==> config.mk <==
export PLATFORM = sky130hd
export DESIGN_NAME = tick_scheduler_flat
export DESIGN_NICKNAME = d
export VERILOG_FILES = /design/src/rtl/tick_sched_pkg.sv /design/src/rtl/tick_scheduler_if.sv /design/src/rtl/tick_scheduler_rr_arbiter.sv /design/src/rtl/tick_scheduler.sv /design/src/flat_wrapper.sv
export SDC_FILE = /design/constraint.sdc
export NUM_CORES = 1
export LEC_CHECK = 0
export BUFFER_PORTS_ARGS = -buffer_cell sky130_fd_sc_hd__buf_2
export CORE_MARGIN = 10
export CORE_UTILIZATION = 40
export CTS_CLUSTER_DIAMETER = 50
export DETAILED_ROUTE_END_ITERATION = 16
export MAX_ROUTING_LAYER = met4
export PLACE_DENSITY = 0.55
export SYNTH_ARGS = -nofsm -noshare
export SYNTH_HDL_FRONTEND = slang
export SYNTH_SLANG_ARGS = --single-unit
==> constraint.sdc <==
create_clock -name clk -period 3.3 [get_ports clk]
set_input_delay 0.495 -clock clk [delete_from_list [all_inputs] [get_ports clk]]
set_output_delay 0.495 -clock clk [all_outputs]
set_load 0.03 [all_outputs]
==> src/rtl/tick_sched_pkg.sv <==
// rtl/tick_sched_pkg.sv - shared state encoding and default constants for the tick scheduler
package tick_sched_pkg;

   localparam int CNT_W      = 32;
   localparam int DEF_PERIOD = 4;

   typedef enum logic [1:0] {
      IDLE  = 2'd0,
      RUN   = 2'd1,
      DRAIN = 2'd2
   } state_t;

endpackage

==> src/rtl/tick_scheduler_if.sv <==
// rtl/tick_scheduler_if.sv - run control, period configuration and request/grant bundle
interface tick_scheduler_if #(
   parameter int NREQ  = 4,
   parameter int CNT_W = tick_sched_pkg::CNT_W
);
   logic             en;
   logic             cfg_valid;
   logic [CNT_W-1:0] cfg_period;
   logic             cfg_ready;
   logic [NREQ-1:0]  req;
   logic             tick;
   logic [NREQ-1:0]  grant;
   logic             busy;

   modport master (
      output en, cfg_valid, cfg_period, req,
      input  cfg_ready, tick, grant, busy
   );

   modport slave (
      input  en, cfg_valid, cfg_period, req,
      output cfg_ready, tick, grant, busy
   );
endinterface

==> src/rtl/tick_scheduler_rr_arbiter.sv <==
// rtl/tick_scheduler_rr_arbiter.sv - combinational round-robin pick starting at ptr
module rr_arbiter #(
   parameter int NREQ  = 4,
   parameter int PTR_W = 2
) (
   input  logic [NREQ-1:0]  req,
   input  logic [PTR_W-1:0] ptr,
   output logic [NREQ-1:0]  grant,
   output logic             found
);
   logic [PTR_W-1:0] idx;

   always_comb begin
      grant = '0;
      found = 1'b0;
      idx   = '0;
      for (int k = 0; k < NREQ; k++) begin
         idx = PTR_W'((int'(ptr) + k) % NREQ);
         if (!found && req[idx]) begin
            grant[idx] = 1'b1;
            found      = 1'b1;
         end
      end
   end
endmodule

==> src/rtl/tick_scheduler.sv <==
// rtl/tick_scheduler.sv - periodic tick generator with round-robin grant issued on each tick
module tick_scheduler #(
   parameter int NREQ       = 4,
   parameter int CNT_W      = tick_sched_pkg::CNT_W,
   parameter int DEF_PERIOD = tick_sched_pkg::DEF_PERIOD
) (
   input logic             clk,
   input logic             rst_n,
   tick_scheduler_if.slave bus
);
   import tick_sched_pkg::*;

   localparam int PTR_W = (NREQ > 1) ? $clog2(NREQ) : 1;

   state_t           state;
   state_t           state_nxt;
   logic [CNT_W-1:0] cnt;
   logic [CNT_W-1:0] period;
   logic [CNT_W-1:0] pend_period;
   logic             pend_valid;
   logic [PTR_W-1:0] ptr;
   logic [PTR_W-1:0] gnt_idx;
   logic [NREQ-1:0]  arb_grant;
   logic             arb_found;
   logic             tick_q;
   logic [NREQ-1:0]  grant_q;
   logic             active;
   logic             wrap;

   assign active        = (state != IDLE);
   assign wrap          = active && (cnt == period);
   assign bus.busy      = active;
   assign bus.cfg_ready = !pend_valid;
   assign bus.tick      = tick_q;
   assign bus.grant     = grant_q;

   rr_arbiter #(.NREQ(NREQ), .PTR_W(PTR_W)) u_arb (
      .req   (bus.req),
      .ptr   (ptr),
      .grant (arb_grant),
      .found (arb_found)
   );

   always_comb begin
      gnt_idx = '0;
      for (int i = 0; i < NREQ; i++)
         if (arb_grant[i]) gnt_idx = PTR_W'(i);
   end

   always_comb begin
      state_nxt = state;
      case (state)
         IDLE:    if (bus.en) state_nxt = RUN;
         RUN:     if (!bus.en) state_nxt = DRAIN;
         // The final wrap ends the drain even if en has come back on that cycle.
         DRAIN:   if (wrap) state_nxt = IDLE;
                  else if (bus.en) state_nxt = RUN;
         default: state_nxt = IDLE;
      endcase
   end

   always_ff @(posedge clk or negedge rst_n) begin
      if (!rst_n) state <= IDLE;
      else        state <= state_nxt;
   end

   always_ff @(posedge clk or negedge rst_n) begin
      if (!rst_n) begin
         cnt         <= CNT_W'(1);
         period      <= CNT_W'(DEF_PERIOD);
         pend_period <= '0;
         pend_valid  <= 1'b0;
         ptr         <= '0;
         tick_q      <= 1'b0;
         grant_q     <= '0;
      end else begin
         tick_q  <= wrap;
         grant_q <= wrap ? arb_grant : '0;
         if (wrap && arb_found)
            ptr <= (gnt_idx == PTR_W'(NREQ - 1)) ? '0 : gnt_idx + PTR_W'(1);
         if (!active || wrap) cnt <= CNT_W'(1);
         else                 cnt <= cnt + CNT_W'(1);
         // A pending period lands while idle or at a wrap; the wrap itself still used the old one.
         if (pend_valid && (!active || wrap)) begin
            period     <= pend_period;
            pend_valid <= 1'b0;
         end else if (bus.cfg_valid && !pend_valid) begin
            pend_valid  <= 1'b1;
            pend_period <= (bus.cfg_period == '0) ? CNT_W'(1) : bus.cfg_period;
         end
      end
   end
endmodule

==> src/flat_wrapper.sv <==
// flat-port wrapper written by rule: the top's interface ports become plain ports
module tick_scheduler_flat import tick_sched_pkg::*;
#(
   parameter int NREQ       = 4,
   parameter int CNT_W      = tick_sched_pkg::CNT_W,
   parameter int DEF_PERIOD = tick_sched_pkg::DEF_PERIOD
)
  (clk, rst_n, bus_en, bus_cfg_valid, bus_cfg_period, bus_req, bus_cfg_ready, bus_tick, bus_grant, bus_busy);
  tick_scheduler_if #(.NREQ(NREQ), .CNT_W(CNT_W)) bus_i ();
  input logic clk;
  input logic rst_n;
  input wire logic [$bits(bus_i.en)-1:0] bus_en;
  input wire logic [$bits(bus_i.cfg_valid)-1:0] bus_cfg_valid;
  input wire logic [$bits(bus_i.cfg_period)-1:0] bus_cfg_period;
  input wire logic [$bits(bus_i.req)-1:0] bus_req;
  output wire logic [$bits(bus_i.cfg_ready)-1:0] bus_cfg_ready;
  output wire logic [$bits(bus_i.tick)-1:0] bus_tick;
  output wire logic [$bits(bus_i.grant)-1:0] bus_grant;
  output wire logic [$bits(bus_i.busy)-1:0] bus_busy;
  assign bus_i.en = bus_en;
  assign bus_i.cfg_valid = bus_cfg_valid;
  assign bus_i.cfg_period = bus_cfg_period;
  assign bus_i.req = bus_req;
  assign bus_cfg_ready = bus_i.cfg_ready;
  assign bus_tick = bus_i.tick;
  assign bus_grant = bus_i.grant;
  assign bus_busy = bus_i.busy;
  tick_scheduler #(.NREQ(NREQ), .CNT_W(CNT_W), .DEF_PERIOD(DEF_PERIOD)) u_core (.clk(clk), .rst_n(rst_n), .bus(bus_i));
endmodule
==> metrics.md, run 1 <==
| Metric | Value |
|---|---|
| Status | `finished, final reports clean` |
| CTS root buffer | `clkbuf_16` |
| R2r setup slk | `0.50 ns` |
| Diode count | `0` |
| Reg clk slew, reported paths | `0.07 ns` |
| Area delta synth->final | `13.9%` |
| Wire per inst | `15.8 um` |
| I/O pins | `47` |
| VDD IR-drop max | `0.364 mV` |
| Asr flop ratio synth | `1.00` |
| MaxCap Viol Count | `0` |
| EDFF count, synth | `0` |
| Vias per cell | `5.05` |
| Total grt overflow | `0` |
| DRT Wirelength | `10.3 mm` |
| Cells after synthesis | `428` |
| Sw frac | `0.295` |
| Layout cells sized above 1 | `0.236` |
| Reg-to-Reg Start | `u_core.ptr[0]$_DFFE_PN0P_` |
| Netlist cell types | `51` |
| Tmin final | `2.80 ns` |
| Drt drc | `0` |
| Tcrit/Tclk final | `0.850` |
| Sequential share of power | `0.500` |
| Worst Tran Pin Value | `0.594 ns` |
| Maximum fanout along the worst path | `13` |
| Rel. slew slack | `0.601` |
| Synthesized area per cell | `11.9 sq um` |
| Synth top area share | `0.511` |
| Power density over the cells | `668 mW/mm^2` |
| Worst-Skew Late Latency | `0.35 ns` |
| Largest net degree at the start of global routing | `107` |
| Tightest Hold Check Type | `input port to asynchronous set/reset pin` |
| RD Place Congestion | `0.811` |
| Synth top cells by count | `104 x dfrtp_1, 40 x xnor2_1, 39 x nor2_1` |
| Overall power | `3.88 mW` |
| Die height | `133 um` |
| Ys flop type | `dfrtp_1` |
| FMAX | `357 MHz` |
| TritonCTS sink count | `106` |
| Synthesized area | `0.00510 sq mm` |
| Logic pwr share | `0.231` |
| Vias | `3287` |
| Yosys reg bits | `106` |
| Setup CP Type | `flip-flop to flip-flop` |
| CTS H-tree lvls | `3` |
| Setup Fix Bufs, Post-CTS | `0` |
| Net switching power | `1.14 mW` |
| Chip width | `133 um` |
| Leak Pwr | `2.41 nW` |
| Final #Nets | `520` |
| Initial antenna violation count | `0` |
| # setup viols final | `0` |
| Clk pwr share | `0.269` |
| Top post-synthesis cells by area | `dfrtp_1 51%, mux2_2 8.2%, xnor2_1 6.9%, mux2_1 6.0%, xor2_1 3.1%` |
| Crit start category | `flip-flop` |
| Sum Neg Setup Slack | `0 ns` |
| DPL Wire Length | `7.53 mm` |
| Drt first pass iters | `4` |
| Vias in the first global route | `3428` |
| RSZ-0062 raised after global routing | `false` |
| Die ar. | `0.0177 sq mm` |
| Sequential area share after synthesis | `0.521` |
| Gr usage total | `0.126` |
| Number of synthesis warnings | `0` |
| First-pass GRT wire length | `17.7 mm` |
| Syn_nets | `474` |
| Final Util | `0.462` |
| Fin. max-slew vios | `0` |
| CTS Hold Bufs | `0` |
| Antenna Nets Post-Route | `0` |
| Critical R2R Capture | `u_core.ptr[0]$_DFFE_PN0P_` |
| Internal | `2.73 mW` |
| Core footprint | `0.0126 sq mm` |
| Critical Path RT | `3.53 ns` |
| Starting Density | `0.405` |
| Port-buffer cells | `46` |
| FF-to-FF path depth | `8` |
| DR iter-0 viols | `153` |
| Yosys top cell by area | `dfrtp_1` |
| Resized cells post-CTS | `0` |
| Most frequent cell after synthesis | `dfrtp_1` |
| Cts bufs inserted | `9` |
| Hold Fails Final Rpt | `0` |
| Worst path arrival time | `3.04 ns` |
| Crit end category | `flip-flop` |
| CTS max path bufs | `2` |
| CTS tree | `built` |
| Post-route clock skew | `0.00594 ns` |
| Row Count | `41` |
how the worst max path moves through the flow:
stage          depth (start not counted)                   endpoint                      start  slack [ns]
6_report                               8  u_core.ptr[0]$_DFFE_PN0P_  u_core.ptr[0]$_DFFE_PN0P_        0.50
5_1_grt                                8  u_core.ptr[0]$_DFFE_PN0P_  u_core.ptr[0]$_DFFE_PN0P_        0.32
3_5_place_dp                           8  u_core.ptr[0]$_DFFE_PN0P_  u_core.ptr[0]$_DFFE_PN0P_        0.52
4_1_cts                                8  u_core.ptr[0]$_DFFE_PN0P_  u_core.ptr[0]$_DFFE_PN0P_        0.51
2_1_floorplan                         10  u_core.ptr[0]$_DFFE_PN0P_  u_core.ptr[1]$_DFFE_PN0P_        0.84
3_3_place_gp                           8  u_core.ptr[0]$_DFFE_PN0P_  u_core.ptr[0]$_DFFE_PN0P_        0.61
critical path: stages, from the launching register on:
cell and delay [ns]:
dfrtp_1 0.60, inv_1 0.19, ha_1 0.39, mux2i_1 0.30
mux2_2 0.27, and4b_1 0.34, nand2_2 0.08, a221o_1 0.33
a22o_1 0.18
routing by layer:
layer,global-route usage,vias up,share of wire
li1,-,1603,-
met1,0.172,1614,0.51
met2,0.184,59,0.45
met3,0.0269,11,0.029
met4,0.0403,0,0.014
met5,-,-,0
cell families (layout without fill, tap and decap cells):
kind of cell,Yosys count,in the layout,synth area share
AOI/OAI and AO/OA,31,31,0.0425
xor gates and xnor gates,58,58,0.0997
adders and majority gates,6,6,0.0147
buffers and inverters,26,77,0.0223
DFF,106,106,0.521
muxes,72,72,0.166
and+or+nand+nor,129,129,0.134
layout make-up:
cell class	instances	area (sq um)
tap	172	215
fill	1189	6760
clock buffer	12	256
multi-input combinational	296	2330
inverter	11	41.3
timing repair buffer	50	275
sequential	106	2660
clock inverter	4	33.8
metrics by stage:
step                      setup WS (ns)  cell area [sq um]  hold slack (ns)  instances
after global routing              0.320               5800            0.235        651
after floorplan                   0.839               5100            0.199        428
after global placement            0.614               5510            0.452        635
after detailed placement          0.524               5510            0.458        635
final                             0.496               5800            0.190        651
after CTS                         0.508               5800            0.249        651
power groups by stage:
stage / clock network (mW) / registers, mW / logic, mW
after floorplan: 0 / 1.85 / 0.736
after global placement: 0 / 1.96 / 0.887
after detailed placement: 0 / 1.97 / 0.908
after CTS: 1.08 / 1.94 / 0.913
after global routing: 1.14 / 1.98 / 1.00
final: 1.04 / 1.94 / 0.896
layout by cell type, fill, tap and decap left out, drive strengths merged, types with 2 or more instances in the layout:
cell	netlist	final
dfstp	2	2
inv	11	13
mux2i	5	5
buf	9	50
and2	4	4
xor2	18	18
nand4	15	15
nand2b	2	2
mux2	64	64
nor2	39	39
o21ai	6	6
nor4	12	12
xnor2	40	40
a22o	2	2
nor3b	2	2
clkbuf	6	12
a221o	2	2
mux4	3	3
o21a	2	2
or3	7	7
a21oi	10	10
o211ai	2	2
and4	4	4
or2	3	3
nand3	16	16
ha	6	6
dfrtp	104	104
nand2	17	17
nor3	3	3
flip-flops by register name (all words and copies together) (netlist names):
| signal | cells |
|---|---|
| u_core.cnt | 32 |
| u_core.pend_period | 32 |
| u_core.period | 32 |
| u_core.bus.grant | 4 |
| u_core.ptr | 2 |
| u_core.state | 2 |
| u_core.bus.tick | 1 |
| u_core.pend_valid | 1 |
Note: power is estimated with default switching activity, not from simulation.
==> inputs of run 2 (changes only) <==
Clock period 3.3 ns to 2.94 ns, I/O delays scaled along.
==> run 2 against run 1 <==
Against the previous run: combinational power increased by 15%; worst hold slack got worse by 0.073 ns; core utilization increased by 0.33 points; final area increased by 0.71%; critical path depth unchanged; total power increased by 15%; maximum frequency increased by 7.1%; die area unchanged; final cell count increased by 0.61%; via count increased by 0.85%; sequential share of layout area decreased by 0.32 points; critical path type unchanged; critical endpoint unchanged; largest power group unchanged.
==> metrics.md, run 2 (synthesis gave the netlist of run 1 again) <==
| Metric | Value |
|---|---|
| Total grt overflow | `0 (unchanged)` |
| FMAX | `382 MHz (was 357 MHz)` |
| RD Place Congestion | `0.902 (was 0.811)` |
| Chip width | `133 um (unchanged)` |
| DRT Wirelength | `10.6 mm (was 10.3 mm)` |
| CTS max path bufs | `2 (unchanged)` |
| CP Cell Sequence | `inv_1, ha_1, mux2i_1, mux2_2, and4b_1, nand2_2, a221o_1, a22o_1 (unchanged)` |
| Overall power | `4.46 mW (was 3.88 mW)` |
| Starting Density | `0.405 (unchanged)` |
| Maximum fanout along the worst path | `9 (was 13)` |
| CTS H-tree lvls | `3 (unchanged)` |
| # setup viols final | `0 (unchanged)` |
| Drt first pass iters | `4 (unchanged)` |
| Port-buffer cells | `46 (unchanged)` |
| Placed Instances | `639 (was 635)` |
| DR iter-0 viols | `112 (was 153)` |
| Die height | `133 um (unchanged)` |
| Largest net degree at the start of global routing | `50 (was 107)` |
| TritonCTS sink count | `106 (unchanged)` |
| Leak Pwr | `2.44 nW (was 2.41 nW)` |
| Area delta synth->final | `14.7% (was 13.9%)` |
| Tmin final | `2.62 ns (was 2.80 ns)` |
| CTS tree | `built (unchanged)` |
| Antenna Nets Post-Route | `0 (unchanged)` |
| Crit start category | `flip-flop (unchanged)` |
| VDD IR-drop max | `0.366 mV (was 0.364 mV)` |
| Die ar. | `0.0177 sq mm (unchanged)` |
| Met3 Usage GRT | `0.0231 (was 0.0269)` |
| CTS Hold Bufs | `0 (unchanged)` |
| Worst-Skew Late Latency | `0.35 ns (about the same)` |
| M1 GR Usage | `0.175 (was 0.172)` |
| Sum Neg Setup Slack | `0 ns (unchanged)` |
| Diode count | `0 (unchanged)` |
| Fin cells | `655 (was 651)` |
| Final Util | `0.465 (was 0.462)` |
| Largest delay share family, worst path | `multiplexers (was flip-flops)` |
| Setup Fix Bufs, Post-CTS | `0 (unchanged)` |
| Layout cells sized above 1 | `0.242 (was 0.236)` |
| Most common cell after layout, fill and taps aside | `dfrtp_1 (unchanged)` |
| Wire per inst | `16.2 um (was 15.8 um)` |
| Worst slack, placed | `0.358 ns (was 0.524 ns)` |
| Core footprint | `0.0126 sq mm (unchanged)` |
| MaxCap Viol Count | `0 (unchanged)` |
| Post-route clock skew | `0.00637 ns (was 0.00594 ns)` |
| Vias | `3315 (was 3287)` |
| Met2 Use GR | `0.186 (was 0.184)` |
| Commonest non-fill, non-tap cells in the layout | `104 x dfrtp_1, 45 x buf_2, 40 x xnor2_1 (unchanged)` |
| DPL Wire Length | `7.97 mm (was 7.53 mm)` |
| Final #Nets | `524 (was 520)` |
| Power density over the cells | `762 mW/mm^2 (was 668 mW/mm^2)` |
| Buffers plus inverters on the worst setup path | `1 (unchanged)` |
| Top Registers | `u_core.cnt (32), u_core.pend_period (32), u_core.period (32) (unchanged)` |
| Rel. slew slack | `0.581 (was 0.601)` |
| Gr usage total | `0.130 (was 0.126)` |
| Crit end category | `flip-flop (unchanged)` |
| RSZ-0062 raised after global routing | `false (unchanged)` |
| Worst Tran Pin Value | `0.629 ns (was 0.594 ns)` |
| Hold Fails Final Rpt | `0 (unchanged)` |
| Setup WS post-layout | `0.321 ns (was 0.496 ns)` |
| Drt drc | `0 (unchanged)` |
| Setup CP Type | `flip-flop to flip-flop (unchanged)` |
| Reg clk slew, reported paths | `0.07 ns (about the same)` |
| GRT Max-Usage Layer | `met2 (unchanged)` |
| Resized cells post-CTS | `0 (unchanged)` |
| Worst stage delay on the critical path | `0.53 ns (was 0.60 ns)` |
| Status | `finished, final reports clean (unchanged)` |
| Fin. max-slew vios | `0 (unchanged)` |
| First-pass GRT wire length | `18.1 mm (was 17.7 mm)` |
| Critical Path RT | `3.18 ns (was 3.53 ns)` |
| CTS root buffer | `clkbuf_16 (unchanged)` |
| Worst path arrival time | `2.86 ns (was 3.04 ns)` |
| Cts bufs inserted | `9 (unchanged)` |
| Tcrit/Tclk final | `0.891 (was 0.850)` |
| Vias in the first global route | `3436 (was 3428)` |
| Initial antenna violation count | `0 (unchanged)` |
| Tightest Hold Check Type | `input port to asynchronous set/reset pin (unchanged)` |
| I/O pins | `47 (unchanged)` |
| Vias per cell | `5.06 (was 5.05)` |
| Row Count | `41 (unchanged)` |
| CP max stage cell | `dfrtp_1 (unchanged)` |
-- run 2: where the power goes --
group / switching [mW] / leakage, nW / total [mW] / internal, mW
Sequential: 0.304 / 1.32 / 2.17 / 1.87
Clock: 0.542 / 0.151 / 1.26 / 0.717
Combinational: 0.450 / 0.966 / 1.03 / 0.577
-- run 2: area by class of cell --
cell class	count	area (sq um)
Clock buffer	12	256
Clock inverter	4	57.6
Fill cell	1174	6720
Inverter	11	41.3
Multi-Input combinational cell	296	2330
Sequential cell	106	2660
Tap cell	172	215
Timing Repair Buffer	54	293
-- run 2: worst reg2reg max path, stage by stage, from the launching register on --
cell     delay [ns]
dfrtp_1        0.53
inv_1          0.12
ha_1           0.36
mux2i_1        0.29
mux2_2         0.27
and4b_1        0.34
nand2_2        0.09
a221o_1        0.33
a22o_1         0.18
-- run 2: path summary, 6_finish.rpt --
check	startpoint	endpoint	slack, ns	depth (start not counted)
worst min register to register	u_core.cnt[0]$_DFF_PN1_	u_core.cnt[0]$_DFF_PN1_	0.47	1
min in group clk	bus_en	u_core.state[1]$_DFFE_PN0P_	0.25	2
worst max-delay path	u_core.ptr[1]$_DFFE_PN0P_	u_core.ptr[0]$_DFFE_PN0P_	0.32	8
max in group asynchronous	rst_n	u_core.pend_period[27]$_DFFE_PN0P_	2.03	2
worst max register to register	u_core.ptr[1]$_DFFE_PN0P_	u_core.ptr[0]$_DFFE_PN0P_	0.32	8
worst min-delay path	rst_n	u_core.period[17]$_DFFE_PN0P_	0.12	1
-- run 2: per-layer routing --
metal	vias up	wire [um]	share of wire
met4	0	227	0.021
met1	1616	5370	0.51
met2	67	4680	0.44
met5	-	0	0
met3	16	323	0.030
li1	1616	-	-
-- run 2: per-stage QoR --
stage | hold WS (ns) | instance area [sq um]
after CTS | 0.142 | 5850
after detailed placement | 0.460 | 5530
after floorplan | 0.145 | 5100
after global routing | 0.166 | 5850
final | 0.116 | 5850
after global placement | 0.455 | 5530
